==> src/rtl/gcd_arbiter_pkg.sv <==
// Shared types for the GCD arbiter: id width helper, operand pair, tag.
// Optional feature macro used by the top: GCD_ARBITER_PERF_EN.
package gcd_arbiter_pkg;

  localparam int W_DEF    = 16;
  localparam int NREQ_DEF = 4;

  function automatic int id_width(input int n);
    return (n > 1) ? $clog2(n) : 1;
  endfunction

  localparam int IDW = id_width(NREQ_DEF);

  typedef logic [IDW-1:0] tag_t;

  typedef struct packed {
    logic [W_DEF-1:0] a;
    logic [W_DEF-1:0] b;
  } opnd_t;

endpackage

==> src/rtl/gcd_arbiter_tagq.sv <==
// In-order owner-tag FIFO: DEPTH x IDW, push/pop, full/empty, head tag.
// Ports: clk, reset_n, push, pop, din -> head, full, empty.
module gcd_arbiter_tagq
  import gcd_arbiter_pkg::*;
#(
  parameter int DEPTH = 2,
  parameter int IDW   = 2
) (
  input  logic           clk,
  input  logic           reset_n,
  input  logic           push,
  input  logic           pop,
  input  logic [IDW-1:0] din,
  output logic [IDW-1:0] head,
  output logic           full,
  output logic           empty
);

  localparam int AW = (DEPTH > 1) ? $clog2(DEPTH) : 1;
  localparam int CW = $clog2(DEPTH + 1);

  logic [IDW-1:0] mem [DEPTH];
  logic [AW-1:0]  rd;
  logic [AW-1:0]  wr;
  logic [CW-1:0]  count;
  logic           do_push;
  logic           do_pop;

  function automatic logic [AW-1:0] nxt(input logic [AW-1:0] p);
    return (int'(p) == DEPTH - 1) ? '0 : p + 1'b1;
  endfunction

  assign full    = (count == CW'(DEPTH));
  assign empty   = (count == '0);
  assign do_push = push && !full;
  assign do_pop  = pop && !empty;
  assign head    = mem[rd];

  always_ff @(posedge clk) begin
    if (do_push) mem[wr] <= din;
  end

  always_ff @(posedge clk or negedge reset_n) begin
    if (!reset_n) begin
      rd    <= '0;
      wr    <= '0;
      count <= '0;
    end else begin
      if (do_push) wr <= nxt(wr);
      if (do_pop)  rd <= nxt(rd);
      unique case ({do_push, do_pop})
        2'b10:   count <= count + 1'b1;
        2'b01:   count <= count - 1'b1;
        default: count <= count;
      endcase
    end
  end

endmodule

==> src/rtl/gcd_arbiter.sv <==
// Round-robin share of one GCD unit among NREQ requesters; results routed
// back via an in-order tag queue. Optional GCD_ARBITER_PERF_EN adds perf_cnt.
// Ports: clk, reset_n, req_msg/val/rdy, resp_msg/val/rdy, gcd_in_*, gcd_out_*.
module gcd_arbiter
  import gcd_arbiter_pkg::*;
#(
  parameter int NREQ  = 4,
  parameter int W     = 16,
  parameter int DEPTH = 2
) (
  input  logic                  clk,
  input  logic                  reset_n,
`ifdef GCD_ARBITER_PERF_EN
  output logic [NREQ*16-1:0]    perf_cnt,
`endif
  input  logic [NREQ*2*W-1:0]   req_msg,
  input  logic [NREQ-1:0]       req_val,
  output logic [NREQ-1:0]       req_rdy,
  output logic [W-1:0]          resp_msg,
  output logic [NREQ-1:0]       resp_val,
  input  logic [NREQ-1:0]       resp_rdy,
  output logic [W-1:0]          gcd_in_A,
  output logic [W-1:0]          gcd_in_B,
  output logic                  gcd_in_val,
  input  logic                  gcd_in_rdy,
  input  logic [W-1:0]          gcd_out,
  input  logic                  gcd_out_val,
  output logic                  gcd_out_rdy
);

  localparam int IW = id_width(NREQ);

  logic [IW-1:0]   ptr;
  logic [IW-1:0]   gidx;
  logic [IW-1:0]   hd;
  logic [NREQ-1:0] gnt;
  logic [2*W-1:0]  sel;
  logic            full;
  logic            empty;
  logic            can_issue;
  logic            fire;
  logic            ret_fire;

  // Walk from farthest to nearest so the slot closest to ptr wins.
  always_comb begin
    logic [IW-1:0] ix;
    gnt  = '0;
    gidx = '0;
    ix   = '0;
    for (int k = NREQ - 1; k >= 0; k--) begin
      ix = IW'((int'(ptr) + k) % NREQ);
      if (req_val[ix]) begin
        gnt     = '0;
        gnt[ix] = 1'b1;
        gidx    = ix;
      end
    end
  end

  always_comb begin
    sel = '0;
    for (int i = 0; i < NREQ; i++) begin
      if (gnt[i]) sel = req_msg[i*2*W +: 2*W];
    end
  end

  assign gcd_in_A   = sel[2*W-1:W];
  assign gcd_in_B   = sel[W-1:0];
  assign can_issue  = gcd_in_rdy && !full;
  // reset_n gating keeps handshakes quiet while reset is held.
  assign req_rdy    = reset_n ? (gnt & {NREQ{can_issue}}) : '0;
  assign gcd_in_val = reset_n && (|req_val) && !full;
  assign fire       = gcd_in_val && gcd_in_rdy;

  always_comb begin
    resp_val = '0;
    if (gcd_out_val && !empty) resp_val[hd] = 1'b1;
  end

  assign resp_msg    = gcd_out;
  assign gcd_out_rdy = !empty && resp_rdy[hd];
  assign ret_fire    = gcd_out_val && gcd_out_rdy;

  always_ff @(posedge clk or negedge reset_n) begin
    if (!reset_n) begin
      ptr <= '0;
    end else if (fire) begin
      ptr <= (int'(gidx) == NREQ - 1) ? '0 : gidx + 1'b1;
    end
  end

  gcd_arbiter_tagq #(
    .DEPTH (DEPTH),
    .IDW   (IW)
  ) u_tagq (
    .clk     (clk),
    .reset_n (reset_n),
    .push    (fire),
    .pop     (ret_fire),
    .din     (gidx),
    .head    (hd),
    .full    (full),
    .empty   (empty)
  );

`ifdef GCD_ARBITER_PERF_EN
  always_ff @(posedge clk or negedge reset_n) begin
    if (!reset_n) begin
      perf_cnt <= '0;
    end else begin
      for (int i = 0; i < NREQ; i++) begin
        if (fire && gnt[i] && perf_cnt[i*16 +: 16] != 16'hFFFF)
          perf_cnt[i*16 +: 16] <= perf_cnt[i*16 +: 16] + 16'd1;
      end
    end
  end
`endif

endmodule

==> config.mk <==
export PLATFORM = sky130hd
export DESIGN_NAME = gcd_arbiter
export DESIGN_NICKNAME = d
export VERILOG_FILES = /design/src/rtl/gcd_arbiter_pkg.sv /design/src/rtl/gcd_arbiter_tagq.sv /design/src/rtl/gcd_arbiter.sv
export SDC_FILE = /design/constraint.sdc
export NUM_CORES = 1
export LEC_CHECK = 0
export BUFFER_PORTS_ARGS = -buffer_cell sky130_fd_sc_hd__buf_2
export CAP_MARGIN = 40
export CORE_AREA = 4 4 81 83
export DETAILED_ROUTE_END_ITERATION = 6
export DIE_AREA = 0 0 85 87
export GPL_TIMING_DRIVEN = 1
export PLACE_DENSITY = 0.82
export RECOVER_POWER = 25
export SETUP_SLACK_MARGIN = 0.5
export SLEW_MARGIN = 5
export SYNTH_ARGS = -nofsm -noshare
export SYNTH_HDL_FRONTEND = slang
export SYNTH_HIERARCHICAL = 1
export SYNTH_SLANG_ARGS = --single-unit
==> constraint.sdc <==
create_clock -name clk -period 6.3 [get_ports clk]
set_input_delay 1.575 -clock clk [delete_from_list [all_inputs] [get_ports clk]]
set_output_delay 1.575 -clock clk [all_outputs]
set_load 0.01 [all_outputs]
==> key figures, run 1 <==
Min path
  – Hold Path Depth: 1
  – Hold WC Path Type: register to register
  – Hold Path End: u_tagq/count[1]$_DFFE_PN0P_
  – Min-delay src: u_tagq/count[1]$_DFFE_PN0P_

Final layout
  – Final net count: between 500 and 600
  – Finished Cell Area: 2960 sq um
  – Diode count: 0
  – Area Growth Syn to Fin: 37.5%
  – Reg area: approximately 270 sq um
  – Post-route insts no fill: between 400 and 500
  – Multi-input logic area: about 1600 sq um
  – FILL cells: between 500 and 600
  – Fraction of final layout cells with drive strength greater than 1: 0.619

Critical path
  – CP arrival: slightly above 4 ns
  – Worst path slowest cell: mux4_2
  – Worst r2r src: ptr[1]$_DFFE_PN0P_
  – Reg-to-Reg End: ptr[1]$_DFFE_PN0P_
  – Buf+Inv Stages, Crit Path: 3
  – Worst Setup SP: req_val[1]
  – Critical path peak fanout: 27
  – Reg2Reg Depth: 8
  – Worst setup EP type: primary output
  – Critical Path Source Type: primary input
  – Delay-heaviest family, CP: compound AO/OA/AOI/OAI gates
  – R2R Setup Slk: 3.35 ns
  – CP Class: primary input to primary output
  – CP Data Required Time: 4.72 ns
  – Critical path cell sequence: clkbuf_1 -> mux4_2 -> a21oi_2 -> o211ai_1 -> o31ai_4 -> buf_4 -> a221o_1 -> o221a_2 -> buf_2
  – CP max stage delay: 0.66 ns

Floorplan
  – Die Height: around 87 um
  – CORE AREA: slightly below 6000 sq um
  – Die X: around 85 um
  – Initial Util: 0.367
  – Top-level I/O count: between 200 and 250
  – Die area: 7400 sq um
  – # rows: 28

Global routing
  – Largest net degree at the start of global routing: 33
  – Tot GR Track Use: 0.215
  – Initial antenna violation count: 2
  – First-pass GRT wire length: 12.8 mm
  – Overflow after GRT: 0
  – Number of global-route vias before repair: 2458

Job
  – Max Cap Viol: 0

Detailed routing
  – Drt pass-1 iters: 4
  – Final WL: slightly below 9 mm
  – Via count: around 2600
  – Starting DRT DRC Count: 129
  – Post-route antenna net violation count: 0
  – Wirelength per Cell: ~20 um
  – Vias per std cell: a little under 6
  – DRC viols: 0

Status
  – Outcome: finished clean

Clock tree
  – CTS buffer count: 3
  – Post-CTS Setup Bufs: 0
  – CTS tree: done
  – Clock transition at path regs: 0.04 ns
  – Root buffer cell: clkbuf_8
  – Clock latency on the worst-skew pair: between 0.2 and 0.25 ns
  – Clk sinks: 10
  – PostCTS Resize Cnt: 0
  – Maximum root-to-sink buffer count: 2
  – CTS Hold Bufs: 0
  – H-tree depth: 1

STA
  – Setup Skew: roughly 0.0026 ns
  – Setup violations, final: 0
  – Final Hold Viols: 0
  – Worst slew pin tran: roughly 0.53 ns
  – Max Freq: about 0.18 GHz
  – Setup_tns: 0 ns
  – Minimum clock period after layout: around 5.7 ns
  – RSZ-0062 raised after global routing: false
  – Tcrit/Tclk final: 0.898
  – Final slew viol count: 0
  – Slew HR: 0.643

Yosys
  – Synth Net Count: ~400
  – Async set or reset register ratio after synthesis: 0.600
  – Yosys reg bits: 10
  – Avg Synthesized Cell Area: 9.51 sq um
  – Post-synthesis sequential area ratio: 0.126
  – Synth area leader: o221a_2
  – Ys flop type: dfrtp_1
  – Yosys warns: 6
  – Post-synth top area share: 0.162
  – Mapped Area: between 2000 and 2500 sq um
  – Area contributors post-synth: o221a_2 (16%), a221o_1 (15%), dfrtp_1 (7.0%)
  – Post-synth cell types: 48
  – EDFF count, synth: 4
  – Cell count after synthesis: between 200 and 250

Place
  – Placed Area: roughly 3000 sq um
  – Port bufs: 181
  – Final GP Congestion: approximately 0.84
  – Placed Cells: ~450
  – Detailed Place HPWL: around 7.5 mm

Power
  – P per Cell Area: 804 nW/um^2
  – VDD IR-drop max: between 400 and 500 uV
  – Leakage: around 1.5 nW
-- metal layers --
layer  routed length (um)  vias up  global-route usage
met5                   24        -                   0
met4                  100        4              0.0345
met3                 1140       20              0.0823
met2                 4210      162               0.347
met1                 3470     1230               0.279
li1                     -     1230                   -
-- cell usage in the layout (no fill, tap or decap), types with 4 or more instances in the layout --
cell type and count:
a21oi_1 4, a221o_1 32, and3_1 4, buf_2 179, buf_4 7, dfrtp_1 6, edfxtp_1 4, ha_1 9
inv_1 8, mux2i_1 5, mux4_2 4, nand2_1 9, nor2_1 11, nor2b_1 6, nor3b_1 4, o211ai_1 4
o21ai_0 5, o221a_2 31, xnor2_1 4
-- logic make-up (layout without fill, tap and decap cells) --
| kind of cell | after synthesis | in the layout | synth area share |
|---|---|---|---|
| AO/OA/AOI/OAI | 94 | 94 | 0.441 |
| buffers and inverters | 48 | 200 | 0.148 |
| AND/OR/NAND/NOR | 46 | 46 | 0.115 |
| multiplexers | 13 | 13 | 0.0931 |
| flip-flops | 10 | 10 | 0.126 |
| adder cells (fa/ha/maj) | 9 | 9 | 0.0524 |
| XOR/XNOR | 6 | 6 | 0.0244 |
-- how the worst max path moves through the flow --
stage                   endpoint  cells past startpoint
floorplan            gcd_in_A[0]                      9
global placement    gcd_in_B[10]                      9
detailed placement  gcd_in_B[10]                      9
CTS                 gcd_in_B[10]                      9
global route        gcd_in_B[10]                     10
finish              gcd_in_B[10]                      9
-- area by class of cell --
cell class	instances	area share
Inverter	8	0.0102
Tap cell	75	0.0317
Clock buffer	3	0.0140
Sequential cell	10	0.0914
Multi-Input combinational cell	168	0.528
Clock inverter	1	0.00127
Timing Repair Buffer	188	0.323
-- power by group --
part           switching [mW]  internal [mW]  total, mW
combinational            1.13           1.05       2.18
sequential             0.0308          0.102      0.133
clock                  0.0245         0.0426     0.0672
-- cells in the mapped netlist (2+ instances only) --
library cell and n:
mux2i_1 5, nor2b_1 5, o211ai_1 4, mux2_2 3
nor3_1 3, xor2_1 2, nand2b_1 3, and3_1 4
edfxtp_1 4, buf_4 16, a221o_1 32, buf_2 8
clkbuf_1 7, nor2_1 12, buf_6 9, o221a_2 31
dfrtp_1 6, mux4_2 4, o22ai_1 3, inv_1 8
o21ai_0 5, xnor2_1 4, ha_1 9, nor3b_1 4
nand2_1 9, a21oi_1 4
-- through the flow --
stage	hold WS, ns	power [mW]	utilization	setup WS, ns
floorplan	0.461	1.80	-	1.16
global placement	0.476	2.26	0.499	0.760
detailed placement	0.489	2.32	0.499	0.675
CTS	0.500	2.39	0.506	0.673
global route	0.512	2.56	0.505	0.524
finish	0.501	2.38	0.505	0.641
-- flip-flops by register name, indices dropped and copies added (netlist names) --
| signal | count |
|---|---|
| ptr | 2 |
| u_tagq/wr | 1 |
| u_tagq/rd | 1 |
| u_tagq/count | 2 |
| u_tagq/mem | 4 |
-- worst register-to-register path, delay by kind of cell, from the launching register on --
| kind | cells | cell delay [ns] |
|---|---|---|
| buffers and inverters | 1 | 0.30 |
| AOI/OAI and AO/OA | 4 | 0.60 |
| DFF | 1 | 0.66 |
| muxes | 1 | 0.52 |
| adders and majority gates | 1 | 0.54 |
| xor gates and xnor gates | 1 | 0.19 |
Note: power is estimated with default switching activity, not from simulation.
==> run 2, diff against run 1 <==
==> constraint.sdc (replaced) <==
create_clock -name clk -period 6.3 [get_ports clk]
set_input_delay 0.63 -clock clk [delete_from_list [all_inputs] [get_ports clk]]
set_output_delay 0.63 -clock clk [all_outputs]
set_load 0.01 [all_outputs]
==> key figures, run 2 (synthesis results as in run 1) <==
STA
  – Setup violations, final: 0 (unchanged)
  – Slew HR: 0.467 (was 0.643)
  – Setup Skew: 0.00787 ns (was 0.00257 ns)
  – Final Hold Viols: 0 (unchanged)
  – RSZ-0062 raised after global routing: false (unchanged)
  – Final slew viol count: 0 (unchanged)
  – Max Freq: 0.213 GHz (was 0.177 GHz)
  – Worst slew pin tran: 0.799 ns (was 0.534 ns)
  – Minimum clock period after layout: 4.69 ns (was 5.66 ns)
  – Setup_tns: 0 ns (unchanged)
  – Tcrit/Tclk final: 0.745 (was 0.898)

Global routing
  – Number of global-route vias before repair: 2436 (was 2458)
  – Met2 global-route usage: 0.329 (was 0.347)
  – Busiest metal layer after global routing: met2 (unchanged)
  – Largest net degree at the start of global routing: 34 (was 33)
  – Met3 usage in global routing: 0.0927 (was 0.0823)
  – Overflow after GRT: 0 (unchanged)
  – Grt met1 use: 0.271 (was 0.279)
  – First-pass GRT wire length: 12.7 mm (was 12.8 mm)
  – Initial antenna violation count: 4 (was 2)
  – Tot GR Track Use: 0.211 (was 0.215)

Critical path
  – CP arrival: 4.06 ns (was 4.08 ns)
  – Worst Setup SP: ptr[0]$_DFFE_PN0P_ (was req_val[1])
  – CP Class: register to primary output (was primary input to primary output)
  – Critical path peak fanout: 27 (unchanged)
  – CP Data Required Time: 5.67 ns (was 4.72 ns)
  – Worst r2r src: ptr[0]$_DFFE_PN0P_ (was ptr[1]$_DFFE_PN0P_)
  – Worst setup EP type: primary output (unchanged)
  – Reg2Reg Depth: 8 (unchanged)
  – Critical Path Source Type: register (was primary input)

Power
  – Tot Pwr: 2.38 mW (about the same)
  – Leakage: 1.46 nW (was 1.45 nW)
  – P per Cell Area: 804 nW/um^2 (about the same)
  – VDD IR-drop max: 472 uV (was 450 uV)

Detailed routing
  – DRC viols: 0 (unchanged)
  – Starting DRT DRC Count: 130 (was 129)
  – Via count: 2616 (was 2646)
  – Drt pass-1 iters: 5 (was 4)
  – Post-route antenna net violation count: 0 (unchanged)
  – Vias per std cell: 5.80 (was 5.84)
  – Wirelength per Cell: 19.6 um (was 19.7 um)
  – Final WL: 8.83 mm (was 8.95 mm)

Clock tree
  – Clock transition at path regs: 0.05 ns (was 0.04 ns)
  – Clock latency on the worst-skew pair: 0.24 ns (about the same)
  – Clk sinks: 10 (unchanged)
  – H-tree depth: 1 (unchanged)
  – CTS tree: done (unchanged)
  – Maximum root-to-sink buffer count: 2 (unchanged)
  – Root buffer cell: clkbuf_8 (unchanged)
  – CTS buffer count: 3 (unchanged)
  – Post-CTS Setup Bufs: 0 (unchanged)
  – CTS Hold Bufs: 0 (unchanged)
  – PostCTS Resize Cnt: 0 (unchanged)

Floorplan
  – Die X: 85 um (unchanged)
  – Initial Util: 0.367 (unchanged)
  – CORE AREA: 5850 sq um (unchanged)
  – Die area: 7400 sq um (unchanged)
  – Top-level I/O count: 214 (unchanged)
  – Die Height: 87 um (unchanged)
  – # rows: 28 (unchanged)

Final layout
  – Largest Register: u_tagq/mem (unchanged)
  – Largest registers: u_tagq/mem (4), ptr (2), u_tagq/count (2) (unchanged)
  – Diode count: 0 (unchanged)
  – Max reg flops: 4 (unchanged)
  – Post-route insts no fill: 451 (was 453)
  – Most common cell after layout, fill and taps aside: buf_2 (unchanged)
  – Final net count: 542 (was 544)
  – Final core occ: 0.507 (was 0.505)
  – Area Growth Syn to Fin: 38.0% (was 37.5%)
  – Finished Cell Area: 2970 sq um (was 2960 sq um)
  – Fraction of final layout cells with drive strength greater than 1: 0.622 (was 0.619)
  – Most frequent cells in the layout: buf_2 (180), a221o_1 (32), o221a_2 (31) (was buf_2 (179), a221o_1 (32), o221a_2 (31))

Status
  – Outcome: finished clean (unchanged)

Place
  – Placed Area: 2920 sq um (about the same)
  – Port bufs: 181 (unchanged)
  – Detailed Place HPWL: 7.36 mm (was 7.48 mm)
  – Placed Cells: 447 (was 449)
  – Final GP Congestion: 0.853 (was 0.840)

Job
  – Max Cap Viol: 0 (unchanged)

Min path
  – Hold WC Path Type: primary input to asynchronous set/reset pin (was register to register)
==> run 2: cell count changes in the layout (fill, tap and decap cells not counted), sizes merged <==
cell	before	now
buf	186	185
clkbuf	5	4
==> run 2: metal layers <==
| metal | wire length (um) | part of all wire |
|---|---|---|
| met5 | 49 | 0.0055 |
| met4 | 103 | 0.012 |
| met3 | 1180 | 0.13 |
| met2 | 4120 | 0.47 |
| met1 | 3380 | 0.38 |
==> run 2: cell type report <==
class	count	area [sq um]
clock buffers	3	41.3
clock inverters	1	3.75
fillers	561	2890
inverters	8	30.0
multi-input cells	168	1560
flip-flops and latches	10	270
well taps	75	93.8
repair buffers	186	962
==> run 2: power by group <==
part	switching, mW	internal [mW]	total [mW]
Combinational	1.10	1.06	2.16
Sequential	0.0524	0.102	0.154
Clock	0.0239	0.0426	0.0664
==> run 2: critical path, stage by stage, from the launching register on <==
cell and delay, ns:
dfrtp_1 0.85, inv_1 0.27, ha_1 0.54, mux4_2 0.52
a21oi_2 0.21, o211ai_1 0.14, o31ai_4 0.39, buf_4 0.36
a221o_1 0.23, o221a_2 0.18, buf_2 0.14
==> run 2: worst paths after layout <==
path / slack (ns) / end
min in group clk: 0.50 / u_tagq/count[1]$_DFFE_PN0P_
setup / recovery: 1.61 / gcd_in_B[10]
setup reg to reg: 3.19 / ptr[1]$_DFFE_PN0P_
max in group asynchronous: 5.73 / u_tagq/rd$_DFFE_PN0P_
hold reg to reg: 0.50 / u_tagq/count[1]$_DFFE_PN0P_
hold / removal: 0.29 / u_tagq/wr$_DFFE_PN0P_
==> run 2: through the flow <==
stage	worst slack, ns	hold WS [ns]
6_report	1.61	0.288
5_1_grt	1.26	0.317
4_1_cts	1.60	0.219
3_5_place_dp	1.85	0.474
3_3_place_gp	1.80	0.467
2_1_floorplan	2.48	0.334
==> run 3, diff against run 2 <==
- ABC_AREA: unset -> 1
- CORE_AREA: 4 4 81 83 -> unset
- CORE_MARGIN: unset -> 4
- CORE_UTILIZATION: unset -> 43
- DIE_AREA: 0 0 85 87 -> unset
- PLACE_DENSITY: 0.82 -> 0.84
- clock period: 6.3 -> 4.6 ns (I/O delays scaled with it)
==> key figures, run 3 <==
STA
  – Tcrit/Tclk final: 0.773
  – Minimum clock period after layout: 3.55 ns
  – Setup violations, final: 0 (unchanged)
  – RSZ-0062 raised after global routing: false (unchanged)
  – Worst slew pin tran: 0.603 ns (was 0.799 ns)
  – Setup_tns: 0 ns (unchanged)
  – Final Hold Viols: 0 (unchanged)
  – Final slew viol count: 0 (unchanged)
  – Max Freq: 0.281 GHz
  – Slew HR: 0.596 (was 0.467)
  – Setup Skew: 0.00488 ns (was 0.00787 ns)

Final layout
  – Most frequent cells in the layout: nand2_1 (236), buf_2 (180), inv_1 (88) (was buf_2 (180), a221o_1 (32), o221a_2 (31))
  – Largest registers: u_tagq/mem (4), ptr (2), u_tagq/count (2) (unchanged)
  – Most common cell after layout, fill and taps aside: nand2_1 (was buf_2)
  – Fraction of final layout cells with drive strength greater than 1: 0.341 (was 0.622)
  – Diode count: 0 (unchanged)
  – Largest Register: u_tagq/mem (unchanged)
  – Area Growth Syn to Fin: 27.4% (was 38.0%)
  – Max reg flops: 4 (unchanged)
  – Final net count: 899 (was 542)

Yosys
  – Xor/xnor share of the synthesized area: 0.00291 (was 0.0244)
  – Async set or reset register ratio after synthesis: 0.600 (unchanged)
  – Count leader, synth: nand2_1 (was a221o_1)
  – Synth Net Count: 750 (was 391)
  – Synth Area in Compound Gates: 0.109 (was 0.441)
  – Post-synth top area share: 0.294 (was 0.162)
  – Synth area leader: nand2_1 (was o221a_2)
  – Synth Area in Adders: 0.0374 (was 0.0524)
  – Avg Synthesized Cell Area: 5.14 sq um (was 9.51 sq um)
  – Yosys reg bits: 10 (unchanged)
  – Largest family of logic cells by synthesized area: simple AND/OR/NAND/NOR gates (was compound AO/OA/AOI/OAI gates)
  – EDFF count, synth: 4 (unchanged)
  – Ys flop type: dfrtp_1 (unchanged)
  – Post-synthesis sequential area ratio: 0.0898 (was 0.126)
  – Yosys warns: 6 (unchanged)
  – Area contributors post-synth: nand2_1 (29%), inv_1 (11%), a21oi_2 (7.3%) (was o221a_2 (16%), a221o_1 (15%), dfrtp_1 (7.0%))
  – Mux contribution to synthesized area: 0 (was 0.0931)
  – Post-Synth Simple-Gate Area: 0.501 (was 0.115)
  – Mapped Area: 3010 sq um (was 2150 sq um)
  – Synth cell count leaders: nand2_1 (236), inv_1 (88), nor2_1 (46), nand3_1 (39) (was a221o_1 (32), o221a_2 (31), buf_4 (16), nor2_1 (12))
  – Cell count after synthesis: 585 (was 226)
  – Post-synth cell types: 27 (was 48)

Critical path
  – Worst r2r src: ptr[1]$_DFFE_PN0P_ (was ptr[0]$_DFFE_PN0P_)
  – Critical path cell sequence: inv_2 -> nand2_1 -> nand3_2 -> nand2_4 -> inv_2 -> or2_1 -> buf_4 -> nand2_2 -> nand2_1 -> nand2_1 -> a21oi_2 -> buf_2 (was inv_1 -> ha_1 -> mux4_2 -> a21oi_2 -> o211ai_1 -> o31ai_4 -> buf_4 -> a221o_1 -> o221a_2 -> buf_2)
  – CP Class: register to primary output (unchanged)
  – Delay-heaviest family, CP: simple AND/OR/NAND/NOR gates (was compound AO/OA/AOI/OAI gates)
  – Worst path slowest cell: dfrtp_1 (unchanged)
  – Buf+Inv Stages, Crit Path: 4 (was 3)
  – R2R Setup Slk: 2.45 ns (was 3.19 ns)
  – Critical path peak fanout: 33 (was 27)
  – Reg2Reg Depth: 11 (was 8)
  – Most frequent CP cell: nand2_1
  – Critical Path Source Type: register (unchanged)
  – CP Data Required Time: 4.14 ns (was 5.67 ns)
  – Reg-to-Reg End: ptr[1]$_DFFE_PN0P_ (unchanged)
  – Worst setup EP type: primary output (unchanged)
  – CP max stage delay: 0.50 ns (was 0.85 ns)
  – CP arrival: 3.10 ns (was 4.06 ns)

Global routing
  – Tot GR Track Use: 0.209 (was 0.211)
  – Overflow after GRT: 0 (unchanged)
  – Initial antenna violation count: 0 (was 4)
  – First-pass GRT wire length: 15.2 mm (was 12.7 mm)
  – Number of global-route vias before repair: 3563 (was 2436)
  – Largest net degree at the start of global routing: 42 (was 34)

Detailed routing
  – Via count: 3753 (was 2616)
  – Wirelength per Cell: 11.2 um (was 19.6 um)
  – Drt pass-1 iters: 5 (unchanged)
  – Final WL: 9.32 mm (was 8.83 mm)
  – Vias per std cell: 4.53 (was 5.80)
  – Post-route antenna net violation count: 0 (unchanged)
  – DRC viols: 0 (unchanged)
  – Starting DRT DRC Count: 113 (was 130)

Clock tree
  – Post-CTS Setup Bufs: 0 (unchanged)
  – Maximum root-to-sink buffer count: 2 (unchanged)
  – Clk sinks: 10 (unchanged)
  – CTS buffer count: 3 (unchanged)
  – CTS Hold Bufs: 0 (unchanged)
  – H-tree depth: 1 (unchanged)
  – PostCTS Resize Cnt: 0 (unchanged)
  – Clock transition at path regs: 0.05 ns (about the same)
  – CTS tree: done (unchanged)
  – Root buffer cell: clkbuf_8 (unchanged)
  – Clock latency on the worst-skew pair: 0.23 ns (was 0.24 ns)

Place
  – Final GP Congestion: 0.888 (was 0.853)
  – Detailed Place HPWL: 7.68 mm (was 7.36 mm)
  – Port bufs: 181 (unchanged)

Floorplan
  – Top-level I/O count: 214 (unchanged)
  – # rows: 30 (was 28)
  – CORE AREA: 6790 sq um (was 5850 sq um)
  – Die area: 8400 sq um (was 7400 sq um)
  – Initial Util: 0.443 (was 0.367)
  – Die Height: 91.7 um (was 87 um)
  – Die X: 91.7 um (was 85 um)

Job
  – Max Cap Viol: 0 (unchanged)

Min path
  – Hold WC Path Type: primary input to asynchronous set/reset pin (unchanged)

Status
  – Outcome: finished clean (unchanged)
[run 3: cell types whose count changed after synthesis, sizes merged, moves of 25 or more]
cell,before,now
nor2,12,50
a21oi,5,40
nand2,9,244
clkinv,0,25
nand3,0,51
a221o,32,0
o221a,32,0
inv,8,99
[run 3: layout make-up]
type                    count  area (sq um)
fillers                   705          2960
multi-input cells         409          1970
repair buffers            186           962
inverters                 124           468
flip-flops and latches     10           270
well taps                  96           120
clock buffers               3          41.3
clock inverters             1          3.75
[run 3: worst register-to-register path, delay by kind of cell (launching register included)]
family	cells	cell delay, ns
and+or+nand+nor	7	0.75
DFF	1	0.51
adders and majority gates	1	0.35
AOI/OAI and AO/OA	1	0.20
buffers and inverters	2	0.29
[run 3: worst max path at each step]
stage / from / to / cells past startpoint
floorplan: ptr[0]$_DFFE_PN0P_ / gcd_in_A[10] / 16
global placement: ptr[0]$_DFFE_PN0P_ / gcd_in_B[4] / 15
detailed placement: ptr[0]$_DFFE_PN0P_ / gcd_in_B[4] / 12
CTS: ptr[0]$_DFFE_PN0P_ / gcd_in_B[4] / 12
global route: ptr[0]$_DFFE_PN0P_ / gcd_in_A[15] / 14
finish: ptr[0]$_DFFE_PN0P_ / gcd_in_B[4] / 12
[run 3: routing by layer]
layer,GRT usage,up-vias,share of wire
li1,-,2008,-
met1,0.261,1580,0.42
met2,0.383,147,0.49
met3,0.0180,18,0.077
met4,0.0553,0,0.015
met5,0,-,0
[run 3: metrics by stage]
step                      instance area (sq um)  cells  hold slack, ns  setup slack (ns)   util
after global routing                       3830    829           0.155             0.719  0.564
after CTS                                  3830    829          0.0508              1.02  0.564
after floorplan                            3010    585           0.164              2.01      -
after detailed placement                   3790    825           0.294              1.25  0.558
final                                      3830    829           0.105              1.05  0.564
after global placement                     3760    824           0.295              1.23  0.554
[run 3: kinds of logic after synthesis]
kind of cell             after synthesis
XOR/XNOR                               1
AND/OR/NAND/NOR                      354
buffers and inverters                166
adder cells (fa/ha/maj)                9
AO/OA/AOI/OAI                         45
flip-flops                            10
Power of run 3 is not shown: default switching activity piles up to over one toggle a cycle in this logic, so the estimate is an artifact.
